[src/rtl/hall_pkg.sv]
// ============================================================================
//  Module  : hall_pkg
//  Purpose : Shared Hall-sensor code definitions for the multi-channel speed
//            meter: code constants, legality test, forward/reverse successor
//            lookups and the step classification type.
//  Ports   : none (package)
//  Rev     : 1.0  initial release
// ============================================================================
`default_nettype none

package hall_pkg;

    // Hall code values (H3,H2,H1). 0 and 7 can never occur on a healthy
    // 120-degree sensor set and are treated as illegal.
    localparam logic [2:0] HALL_CODE_0 = 3'd0;
    localparam logic [2:0] HALL_CODE_1 = 3'd1;
    localparam logic [2:0] HALL_CODE_2 = 3'd2;
    localparam logic [2:0] HALL_CODE_3 = 3'd3;
    localparam logic [2:0] HALL_CODE_4 = 3'd4;
    localparam logic [2:0] HALL_CODE_5 = 3'd5;
    localparam logic [2:0] HALL_CODE_6 = 3'd6;
    localparam logic [2:0] HALL_CODE_7 = 3'd7;

    // Classification of one observed code change.
    typedef enum logic [2:0] {
        STEP_NONE    = 3'd0,   // no change, or not primed yet
        STEP_FWD     = 3'd1,   // legal forward commutation
        STEP_REV     = 3'd2,   // legal reverse commutation
        STEP_RESYNC  = 3'd3,   // illegal -> legal recovery step
        STEP_SKIP    = 3'd4,   // legal -> legal but non-adjacent
        STEP_ILLEGAL = 3'd5    // new code is illegal
    } step_t;

    function automatic logic hall_is_legal(input logic [2:0] code);
        return (code != HALL_CODE_0) && (code != HALL_CODE_7);
    endfunction

    // Forward sequence 1->3->2->6->4->5->1. Illegal codes map to 0 so they
    // never match a legal successor.
    function automatic logic [2:0] HALL_FWD_NEXT(input logic [2:0] code);
        logic [2:0] nxt;
        nxt = HALL_CODE_0;
        case (code)
            HALL_CODE_1: nxt = HALL_CODE_3;
            HALL_CODE_3: nxt = HALL_CODE_2;
            HALL_CODE_2: nxt = HALL_CODE_6;
            HALL_CODE_6: nxt = HALL_CODE_4;
            HALL_CODE_4: nxt = HALL_CODE_5;
            HALL_CODE_5: nxt = HALL_CODE_1;
            default:     nxt = HALL_CODE_0;
        endcase
        return nxt;
    endfunction

    // Reverse sequence is the inverse walk: 1->5->4->6->2->3->1.
    function automatic logic [2:0] HALL_REV_NEXT(input logic [2:0] code);
        logic [2:0] nxt;
        nxt = HALL_CODE_0;
        case (code)
            HALL_CODE_1: nxt = HALL_CODE_5;
            HALL_CODE_5: nxt = HALL_CODE_4;
            HALL_CODE_4: nxt = HALL_CODE_6;
            HALL_CODE_6: nxt = HALL_CODE_2;
            HALL_CODE_2: nxt = HALL_CODE_3;
            HALL_CODE_3: nxt = HALL_CODE_1;
            default:     nxt = HALL_CODE_0;
        endcase
        return nxt;
    endfunction

endpackage : hall_pkg

`default_nettype wire

[src/rtl/hall_channel.sv]
// ============================================================================
//  Module  : hall_channel
//  Purpose : One motor channel of the Hall speed meter. Synchronises the three
//            Hall lines, classifies each code change, keeps a saturating edge
//            count and a fault flag for the current gate window, and tracks
//            rotation direction.
//  Ports   : CLK      in   system clock (posedge)
//            RST      in   asynchronous reset, active-high
//            hall     in   raw Hall lines {H3,H2,H1}
//            gate_end in   last cycle of the gate window (clears window state)
//            count    out  window edge count including this cycle's edge
//            fault    out  window fault flag including this cycle's event
//            dir      out  direction including this cycle's step (1 = fwd)
//  Rev     : 1.0  initial release
// ============================================================================
`default_nettype none

module hall_channel
    import hall_pkg::*;
#(
    parameter int CNT_W       = 8,
    parameter int SYNC_STAGES = 2
) (
    input  logic             CLK,
    input  logic             RST,
    input  logic [2:0]       hall,
    input  logic             gate_end,
    output logic [CNT_W-1:0] count,
    output logic             fault,
    output logic             dir
);

    localparam logic [CNT_W-1:0] CNT_MAX = {CNT_W{1'b1}};

    logic [2:0]       sync_q [SYNC_STAGES];
    logic [2:0]       hs;
    logic [2:0]       prev;
    logic             primed;
    logic [CNT_W-1:0] cnt;
    logic             flag;
    logic             dir_int;

    step_t            step;
    logic             count_inc;
    logic             flag_set;
    logic [CNT_W-1:0] cnt_next;
    logic             flag_next;
    logic             dir_next;

    // Synchroniser chain; all three lines move together so a clean code
    // change on the raw bus reaches hs as one change.
    always_ff @(posedge CLK or posedge RST) begin
        if (RST) begin
            for (int i = 0; i < SYNC_STAGES; i++) begin
                sync_q[i] <= 3'd0;
            end
        end else begin
            sync_q[0] <= hall;
            for (int i = 1; i < SYNC_STAGES; i++) begin
                sync_q[i] <= sync_q[i-1];
            end
        end
    end

    assign hs = sync_q[SYNC_STAGES-1];

    always_comb begin
        step = STEP_NONE;
        if (primed && (hs != prev)) begin
            if (!hall_is_legal(hs)) begin
                step = STEP_ILLEGAL;
            end else if (!hall_is_legal(prev)) begin
                step = STEP_RESYNC;
            end else if (hs == HALL_FWD_NEXT(prev)) begin
                step = STEP_FWD;
            end else if (hs == HALL_REV_NEXT(prev)) begin
                step = STEP_REV;
            end else begin
                step = STEP_SKIP;
            end
        end
    end

    // A skipped step still represents real rotation, so it counts as an edge
    // while also raising the fault flag. An illegal code does not count.
    always_comb begin
        count_inc = 1'b0;
        flag_set  = 1'b0;
        dir_next  = dir_int;
        case (step)
            STEP_FWD: begin
                count_inc = 1'b1;
                dir_next  = 1'b1;
            end
            STEP_REV: begin
                count_inc = 1'b1;
                dir_next  = 1'b0;
            end
            STEP_RESYNC: begin
                count_inc = 1'b1;
            end
            STEP_SKIP: begin
                count_inc = 1'b1;
                flag_set  = 1'b1;
            end
            STEP_ILLEGAL: begin
                flag_set  = 1'b1;
            end
            default: begin
                count_inc = 1'b0;
            end
        endcase
    end

    assign cnt_next  = (count_inc && (cnt != CNT_MAX)) ? cnt + 1'b1 : cnt;
    assign flag_next = flag | flag_set;

    always_ff @(posedge CLK or posedge RST) begin
        if (RST) begin
            prev    <= 3'd0;
            primed  <= 1'b0;
            cnt     <= '0;
            flag    <= 1'b0;
            dir_int <= 1'b0;
        end else begin
            prev    <= hs;
            primed  <= 1'b1;
            dir_int <= dir_next;
            if (gate_end) begin
                // The closing window takes cnt_next/flag_next through the
                // outputs below; the new window starts empty.
                cnt  <= '0;
                flag <= 1'b0;
            end else begin
                cnt  <= cnt_next;
                flag <= flag_next;
            end
        end
    end

    // Expose the values including the current cycle so an edge landing on the
    // wrap cycle is reported with the window it closes.
    assign count = cnt_next;
    assign fault = flag_next;
    assign dir   = dir_next;

endmodule : hall_channel

`default_nettype wire

[src/rtl/hall_speed_meter.sv]
// ============================================================================
//  Module  : hall_speed_meter
//  Purpose : Multi-channel Hall-sensor speed/direction meter. A shared gate
//            timer defines the measurement window; each channel counts valid
//            commutation edges per window and the results are published with
//            a common one-cycle valid pulse.
//  Ports   : CLK    in   system clock (posedge)
//            RST    in   asynchronous reset, active-high
//            hall   in   raw Hall lines, ch k = hall[3k+2:3k]
//            speed  out  edges in last completed window, ch k = [CNT_W*k +: CNT_W]
//            dir    out  1 = forward, 0 = reverse (last legal step)
//            fault  out  illegal code / skipped step in last completed window
//            valid  out  one-cycle pulse when speed/dir/fault update
//  Rev     : 1.0  initial release
// ============================================================================
`default_nettype none

module hall_speed_meter
    import hall_pkg::*;
#(
    parameter int N_CH        = 4,
    parameter int CNT_W       = 8,
    parameter int GATE_CYCLES = 1300,
    parameter int SYNC_STAGES = 2
) (
    input  logic                  CLK,
    input  logic                  RST,
    input  logic [3*N_CH-1:0]     hall,
    output logic [N_CH*CNT_W-1:0] speed,
    output logic [N_CH-1:0]       dir,
    output logic [N_CH-1:0]       fault,
    output logic                  valid
);

    localparam int               TMR_W    = (GATE_CYCLES > 2) ? $clog2(GATE_CYCLES) : 1;
    localparam logic [TMR_W-1:0] TMR_LAST = TMR_W'(GATE_CYCLES - 1);

    logic [TMR_W-1:0] timer;
    logic             gate_end;

    logic [CNT_W-1:0] ch_count [N_CH];
    logic             ch_fault [N_CH];
    logic             ch_dir   [N_CH];

    assign gate_end = (timer == TMR_LAST);

    always_ff @(posedge CLK or posedge RST) begin
        if (RST) begin
            timer <= '0;
        end else if (gate_end) begin
            timer <= '0;
        end else begin
            timer <= timer + 1'b1;
        end
    end

    generate
        for (genvar k = 0; k < N_CH; k++) begin : g_ch
            hall_channel #(
                .CNT_W       (CNT_W),
                .SYNC_STAGES (SYNC_STAGES)
            ) u_channel (
                .CLK      (CLK),
                .RST      (RST),
                .hall     (hall[3*k +: 3]),
                .gate_end (gate_end),
                .count    (ch_count[k]),
                .fault    (ch_fault[k]),
                .dir      (ch_dir[k])
            );
        end
    endgenerate

    // Output registers load on the wrap cycle, so the new results and the
    // valid pulse become visible on the same cycle and then hold.
    always_ff @(posedge CLK or posedge RST) begin
        if (RST) begin
            speed <= '0;
            dir   <= '0;
            fault <= '0;
            valid <= 1'b0;
        end else begin
            valid <= gate_end;
            if (gate_end) begin
                for (int k = 0; k < N_CH; k++) begin
                    speed[CNT_W*k +: CNT_W] <= ch_count[k];
                    dir[k]                  <= ch_dir[k];
                    fault[k]                <= ch_fault[k];
                end
            end
        end
    end

endmodule : hall_speed_meter

`default_nettype wire

[config.mk]
export PLATFORM = sky130hd
export DESIGN_NAME = hall_speed_meter
export DESIGN_NICKNAME = d
export VERILOG_FILES = /design/src/rtl/hall_pkg.sv /design/src/rtl/hall_channel.sv /design/src/rtl/hall_speed_meter.sv
export SDC_FILE = /design/constraint.sdc
export NUM_CORES = 1
export LEC_CHECK = 0
export BUFFER_PORTS_ARGS = -buffer_cell sky130_fd_sc_hd__buf_4
export CAP_MARGIN = 15
export CORE_UTILIZATION = 40
export DETAILED_ROUTE_END_ITERATION = 6
export PLACE_DENSITY = 0.58
export SETUP_SLACK_MARGIN = 0.3
export SLEW_MARGIN = 20
export SYNTH_ARGS = -nofsm -noshare
export SYNTH_HDL_FRONTEND = slang
export SYNTH_SLANG_ARGS = --single-unit
[constraint.sdc]
create_clock -name CLK -period 12.48 [get_ports CLK]
set_input_delay 2.496 -clock CLK [delete_from_list [all_inputs] [get_ports CLK]]
set_output_delay 2.496 -clock CLK [all_outputs]
set_load 0.05 [all_outputs]
======== Yosys cells after proc, flatten, opt, wreduce, memory -nomap -nowiden ========
Cells that the tools add are included.
word-level totals
  bits in registers ....................... 129
  bits of input ports ..................... 14
operators by class
  $add $sub $neg .......................... 5
  equality and inequality tests ........... 69
  mux-type cells .......................... 81
  bitwise gates (word level) .............. 4
  reductions and logical operators ........ 32
operators by type and width
  operator                                                         number
  3-bit two-way mux                                                48
  3-bit case mux with 6 select lines                               8
  8-bit two-way mux                                                8
  3-bit == test, second input constant                             20
  3-bit by 2-bit == test with 1-bit output, second input constant  16
  8-bit by 1-bit adder with 8-bit output, second input constant    4
  8-bit inequality test, second input constant                     4
  3-bit by 1-bit == test with 1-bit output, second input constant  8
  3-bit == test                                                    8
  3-bit inequality test, second input constant                     8
  3-bit nonzero test                                               8
  1-bit logical AND                                                16
  4-bit OR reduction                                               4
  1-bit two-way mux                                                12
  3-bit inequality test                                            4
  11-bit by 1-bit adder with 11-bit output, second input constant  1
  11-bit == test, second input constant                            1
  11-bit two-way mux                                               1
  1-bit case mux with 2 select lines                               4
  2-bit OR reduction                                               4
  1-bit bitwise OR                                                 4

======== Depth between registers and ports, before layout ========
Gate-level depths: netlist of the first run.
  depth after elaboration ................. 22
  depth in mapped cells ................... 8
  mapped depth without buffers ............ 7

======== By module ========
A second synthesis of the first run with hierarchy kept.
second synthesis, totals
  cells, all modules ...................... 628
  area total of the unflattened synthesis .. 7206.9 um^2
modules (own cells, without submodules)
  module            times used  cells an instance  area an instance (um^2)
  hall_channel      4           124                1251.2
  hall_speed_meter  1           132                2202.1

======== Worst setup path after synthesis of the first run ========
OpenSTA, ideal clock, no wires.
  kind .................................... register to output
  from .................................... reg fault[0]
  to ...................................... out fault[0]
  data arrival time ....................... 0.601 ns
  required time ........................... 9.984 ns
  setup slack ............................. 9.383 ns
  cell stages (with the launch flop) ...... 1
  cells stage by stage .................... dfrtp_1
RTL lines
  item                              line                    RTL
  start: declaration                hall_speed_meter.sv:31  output logic [N_CH-1:0] fault,
  start signal: indexed assignment  hall_speed_meter.sv:88  fault[k] <= ch_fault[k];
No word-level cell between the ends.

==> results.ini, run 1 <==
[placement]
gp_congestion = 0.811
port_buffers = 54
dp_cells = 870
post-place-ws_ps = 8380
dp_hpwl_mm = 8.64

[sta]
max_freq_mhz = 280
hold_ws_ps = 347
rsz0062_at_grt = false
fin_crit_ps = 3580
setup_viol = 0
slew_violations = 0
setup_slack_ps = 8900
finClkSkew_ps = 5.77
slew_headroom = 0.362
finalHoldViolCount = 0
worstMarginPinSlew_ps = 957
tns_ps = 0
min_period_over_period = 0.286

[cts]
insertion_delay_ps = 420
cts_inserted_buffers = 17
cts_tree = built
clk_path_buf_depth = 2
cts.sinks = 129
cts_hold_buf = 0
cts_setup_buffers = 0
htreeDepth = 4
clkTransAtPathRegs_ps = 60
root_buffer = clkbuf_16
cts_resized = 0

[worst_setup_path]
critPathLaunchType = input pin
crit_arrival_ps = 3980
critPathRequiredTime_ps = 12880
crit_path_end_kind = asynchronous set/reset pin
worstPathMaxFanout = 78
criticalPathCategory = input pin to asynchronous set/reset pin
reg2reg_from = g_ch[2].u_channel.hs[2]
crit_path_start = RST

[hold_path]
hp-start = g_ch[1].u_channel.sync_q[3]
hp-class = flop to flop

[power_and_ir_drop]
ir_drop_mv = 0.109
p_leak_nw = 3.17
powerDensity_nw_per_um2 = 155

[detailed_routing]
vias = 4797
viasPerCell = 5.32
antenna_left = 0
firstDrtPassIters = 4
route.detailed.drc = 0
wirelength_mm = 13.3
drtIter0Drc = 254
wire_per_inst_um = 14.8

[layout]
nets = 697
fillCellCount = 1457
fin_cells = 902
multi_input_area_um2 = 2850
ff_latch_area_um2 = 3230
syn_to_final_growth_pct = 16.5
drive_gt1_frac = 0.155
diodes = 0
fin_util = 0.483

[global_routing]
antenna_found_initial = 0
track_usage = 0.180
gr-total-overflow = 0
grt_pass1_wl_mm = 23.4
grt_max_degree = 79
first_global_vias = 4912

[synth]
async_flop_share = 1.00
synth_edf_count = 0
ys.flop_type = dfrtp_1
syn_nets = 666
ys_warn_count = 0
synth_top_area_share = 0.509
syn_area_um2 = 6350
synth-seq-area-share = 0.509
synth_area_leaders = dfrtp_1, o21ai_0, nor2_1, nand2_1, xnor2_1
ys_ff_latch = 129
synth.most_common_cell = dfrtp_1
yosys.cell_types.count = 71
synth_common_cells = dfrtp_1, nor2_1, nand2_1
netlist_instances = 647
syn_area_per_cell_um2 = 9.81
yosys.area.top_type = dfrtp_1

[floorplan]
fp.dieW_um = 128
rows = 45
start_util = 0.414
die_h_um = 128
core_area_um2 = 15300
io_pins = 55
dieArea_um2 = 16400

[outcome]
status = completed

[job]
cap_violations = 0

-- logic make-up after synthesis --
kind of cell,share of synthesized area
AO/OA/AOI/OAI,0.132
flip-flops,0.509
buffers and inverters,0.0418
multiplexers,0.0268
adder cells (fa/ha/maj),0.00986
AND/OR/NAND/NOR,0.216
XOR/XNOR,0.0635
other,0.000591
-- final timing paths --
| check | to | slack [ps] | depth (start not counted) |
|---|---|---|---|
| setup / recovery | g_ch[0].u_channel.flag | 8900 | 3 |
| hold / removal | g_ch[1].u_channel.hs[0] | 350 | 0 |
| setup reg to reg | speed[22] | 10150 | 6 |
| hold reg to reg | g_ch[1].u_channel.hs[0] | 350 | 0 |
| max in group CLK | speed[0] | 8970 | 1 |
| min in group asynchronous | speed[16] | 2170 | 2 |
-- sequential cells by signal (all words and copies together), names as in the netlist --
register and count:
dir 4, fault 4, g_ch.u_channel.cnt 32, g_ch.u_channel.dir_int 4
g_ch.u_channel.flag 4, g_ch.u_channel.hs 12, g_ch.u_channel.prev 12, g_ch.u_channel.primed 1
g_ch.u_channel.sync_q 12, speed 32, timer 11, valid 1
-- area by class of cell --
type	count	share of cell area
timing repair buffer	58	0.0589
clock inverter	12	0.0149
sequential	129	0.437
multi-input combinational	460	0.386
clock buffer	20	0.0618
inverter	12	0.00643
tap	211	0.0357
-- through the flow --
stage	instance area, um2	total power, mW
floorplan	6350	0.640
global placement	6830	0.675
detailed placement	6830	0.683
CTS	7390	1.16
global route	7390	1.21
finish	7390	1.14
-- power by group --
part / internal (mW) / leakage [nW] / switching [mW] / total, mW
Sequential: 0.464 / 1.64 / 0.0595 / 0.524
Clock: 0.284 / 0.268 / 0.184 / 0.468
Combinational: 0.0675 / 1.27 / 0.0852 / 0.153
-- worst max-delay path: stages --
cell and delay, ps:
buf_4 120, inv_4 450, buf_4 860
-- cell usage in the layout, fill, tap and decap left out, types with 4 or more instances in the layout --
master / instances
a21boi_0: 4
a21oi_1: 29
and3_1: 7
and4_1: 4
buf_4: 58
clkbuf_16: 17
clkinvlp_4: 4
dfrtp_1: 129
ha_1: 5
inv_1: 10
mux2_2: 4
mux2i_1: 8
nand2_1: 61
nand2b_1: 21
nand3_1: 16
nand3b_1: 7
nand4_1: 17
nor2_1: 64
nor3_1: 17
nor3b_1: 7
nor4_1: 9
o21ai_0: 48
o21ai_1: 4
o22ai_1: 6
o31ai_1: 6
xnor2_1: 25
xor2_1: 21
-- metal layers --
layer,global-route usage,up-vias,share of wire
met5,0,-,0
met4,0.0734,0,0.017
met3,0.0438,16,0.038
met2,0.280,104,0.47
met1,0.242,2322,0.48
li1,-,2355,-
Note: power is estimated with default switching activity, not from simulation.
==> run 2: changes to the inputs <==
==> constraint.sdc (replaced) <==
create_clock -name CLK -period 3.7 [get_ports CLK]
set_input_delay 0.74 -clock CLK [delete_from_list [all_inputs] [get_ports CLK]]
set_output_delay 0.74 -clock CLK [all_outputs]
set_load 0.05 [all_outputs]
==> run 2 against run 1 <==
  * Non-clock buffer count grew 1
  * Global-route usage shrank 0.20 points
  * Combinational power grew to 3.3 times the previous value
  * Sequential power grew to 3.4 times the previous value
  * Sequential share of layout area shrank 0.34 points
  * Clock power grew to 3.7 times the previous value
  * Routed wire length shrank 0.26%
  * Clock-buffer cell count shrank 1
  * Final cell count grew 0.11%
  * Sequential cell count is the same
  * Clock skew grew 1.2 ps
==> results.ini, run 2 (same netlist as run 1, synthesis figures left out) <==
[placement]
gp_congestion = 0.867  ; +6.9%
placed_area_um2 = 6850  ; +0.31%
port_buffers = 54  ; unchanged
dp_hpwl_mm = 8.76  ; +1.4%
post-place-ws_ps = 1450  ; -6930 ps

[detailed_routing]
met2_wirelength_mm = 6.39  ; +3.1%
route.detailed.drc = 0  ; unchanged
wirelength_mm = 13.3  ; -0.26%
top_layer = met4
vias = 4839  ; +0.88%
firstDrtPassIters = 5  ; +1
viasPerCell = 5.36  ; +0.76%
drtIter0Drc = 319  ; +26%
wire_per_inst_um = 14.7  ; -0.37%
antenna_left = 0  ; unchanged
wl_met1_mm = 6.06  ; -5.2%
routed-wl-met3_um = 661  ; +31%

[outcome]
status = completed

[global_routing]
grt_max_degree = 75  ; -5.1%
track_usage = 0.178  ; -0.00200
antenna_found_initial = 0  ; unchanged
gr-total-overflow = 0  ; unchanged
first_global_vias = 4722  ; -3.9%
grt_pass1_wl_mm = 22.9  ; -1.9%

[worst_setup_path]
worstPathMaxFanout = 17  ; -78%
crit_path_frequent_cell = xor2_1
critPathMaxStageDelay_ps = 570  ; -290 ps
cp_top_family = compound AO/OA/AOI/OAI gates
critPathRequiredTime_ps = 3990  ; -8890 ps
crit_path_end_kind = flop
critPathLaunchType = flop
criticalPathCategory = flop to flop
crit_path_top_delay_cell = dfrtp_1
cp_cell_sequence = xor2_1, o31ai_1, nor3_1, nand4_1, xor2_1, o21ai_0
cp_num_buf_inv = 0  ; -3
reg2reg_from = g_ch[2].u_channel.hs[2]
crit_path_start = g_ch[2].u_channel.hs[2]
crit_arrival_ps = 2520  ; -1460 ps

[sta]
slew_violations = 0  ; unchanged
setup_viol = 0  ; unchanged
slew_headroom = 0.507  ; +0.145
rsz0062_at_grt = false
tns_ps = 0  ; unchanged
fin_crit_ps = 2230
finalHoldViolCount = 0  ; unchanged
max_freq_mhz = 448
worstMarginPinSlew_ps = 738  ; -219 ps
min_period_over_period = 0.604
setup_slack_ps = 1470  ; -7440 ps
finClkSkew_ps = 6.99  ; +1.22 ps

[power_and_ir_drop]
powerDensity_nw_per_um2 = 535  ; +250%
ir_drop_mv = 0.357  ; +230%
p_leak_nw = 3.21  ; +1.1%
total_power_mw = 3.99  ; +250%

[cts]
cts_hold_buf = 0  ; unchanged
cts.sinks = 129  ; unchanged
insertion_delay_ps = 410  ; about the same
cts_resized = 0  ; unchanged
htreeDepth = 4  ; unchanged
clk_path_buf_depth = 2  ; unchanged
clkTransAtPathRegs_ps = 60  ; about the same
cts_setup_buffers = 0  ; unchanged
cts_inserted_buffers = 17  ; unchanged
root_buffer = clkbuf_16
cts_tree = built

[layout]
final_common_cell = dfrtp_1
syn_to_final_growth_pct = 17.4
diodes = 0  ; unchanged
drive_gt1_frac = 0.156  ; +0.00122
nets = 698  ; +0.14%
final_cell_mix = dfrtp_1, nor2_1, nand2_1, buf_4, o21ai_0
final_cell_area_um2 = 7450  ; +0.80%
reg_top3 = g_ch.u_channel.cnt: 32 flops, speed: 32 flops

[hold_path]
hp-start = g_ch[0].u_channel.sync_q[5]
hp-class = flop to flop

[floorplan]
die_h_um = 128  ; unchanged
rows = 45  ; unchanged
core_area_um2 = 15300  ; unchanged
fp.dieW_um = 128  ; unchanged
dieArea_um2 = 16400  ; unchanged
start_util = 0.414  ; unchanged
io_pins = 55  ; unchanged

[job]
cap_violations = 0  ; unchanged

run 2: cell types whose count changed in the layout (fill, tap and decap cells not counted):
| cell | delta |
|---|---|
| bufinv_16 | +2 |
| buf_12 | +1 |
| clkinv_2 | +1 |
| clkinvlp_4 | -2 |
| inv_4 | -1 |
| clkinv_4 | +1 |
| clkbuf_8 | -1 |
run 2: where the power goes:
group	total, mW	switching (mW)	internal, mW
Sequential	1.77	0.203	1.57
Combinational	0.509	0.280	0.229
Clock	1.71	0.630	1.08
run 2: metrics by stage:
step | utilization | hold WS [ps] | instances
detailed placement | 0.447 | 335 | 871
finish | 0.487 | 344 | 903
CTS | 0.487 | 346 | 903
floorplan | - | 331 | 647
global route | 0.487 | 347 | 903
global placement | 0.447 | 333 | 871
run 2: per-layer routing:
layer / GRT usage / up-vias
li1: - / 2360
met1: 0.230 / 2361
met2: 0.290 / 102
met3: 0.0459 / 16
met4: 0.0657 / 0
met5: 0 / -
run 2: area by class of cell:
class	instances	area [um2]
clock buffer	19	443
timing repair buffer	59	455
clock inverter	13	161
multi-input combinational	460	2850
inverter	12	48.8
sequential	129	3230
fill	1406	7860
tap	211	264
run 2: final timing paths:
check | endpoint | slack (ps) | depth (start not counted)
max | speed[22] | 1470 | 6
min | g_ch[0].u_channel.hs[2] | 340 | 0
max reg2reg | speed[22] | 1470 | 6
min reg2reg | g_ch[0].u_channel.hs[2] | 340 | 0
max in group asynchronous | g_ch[3].u_channel.hs[2] | 2450 | 3
min in group asynchronous | g_ch[1].u_channel.hs[0] | 440 | 2
run 2: worst register-to-register path: stages (launching register included):
cell and delay (ps):
dfrtp_1 570, xor2_1 250, o31ai_1 550, nor3_1 230, nand4_1 160, xor2_1 240, o21ai_0 120
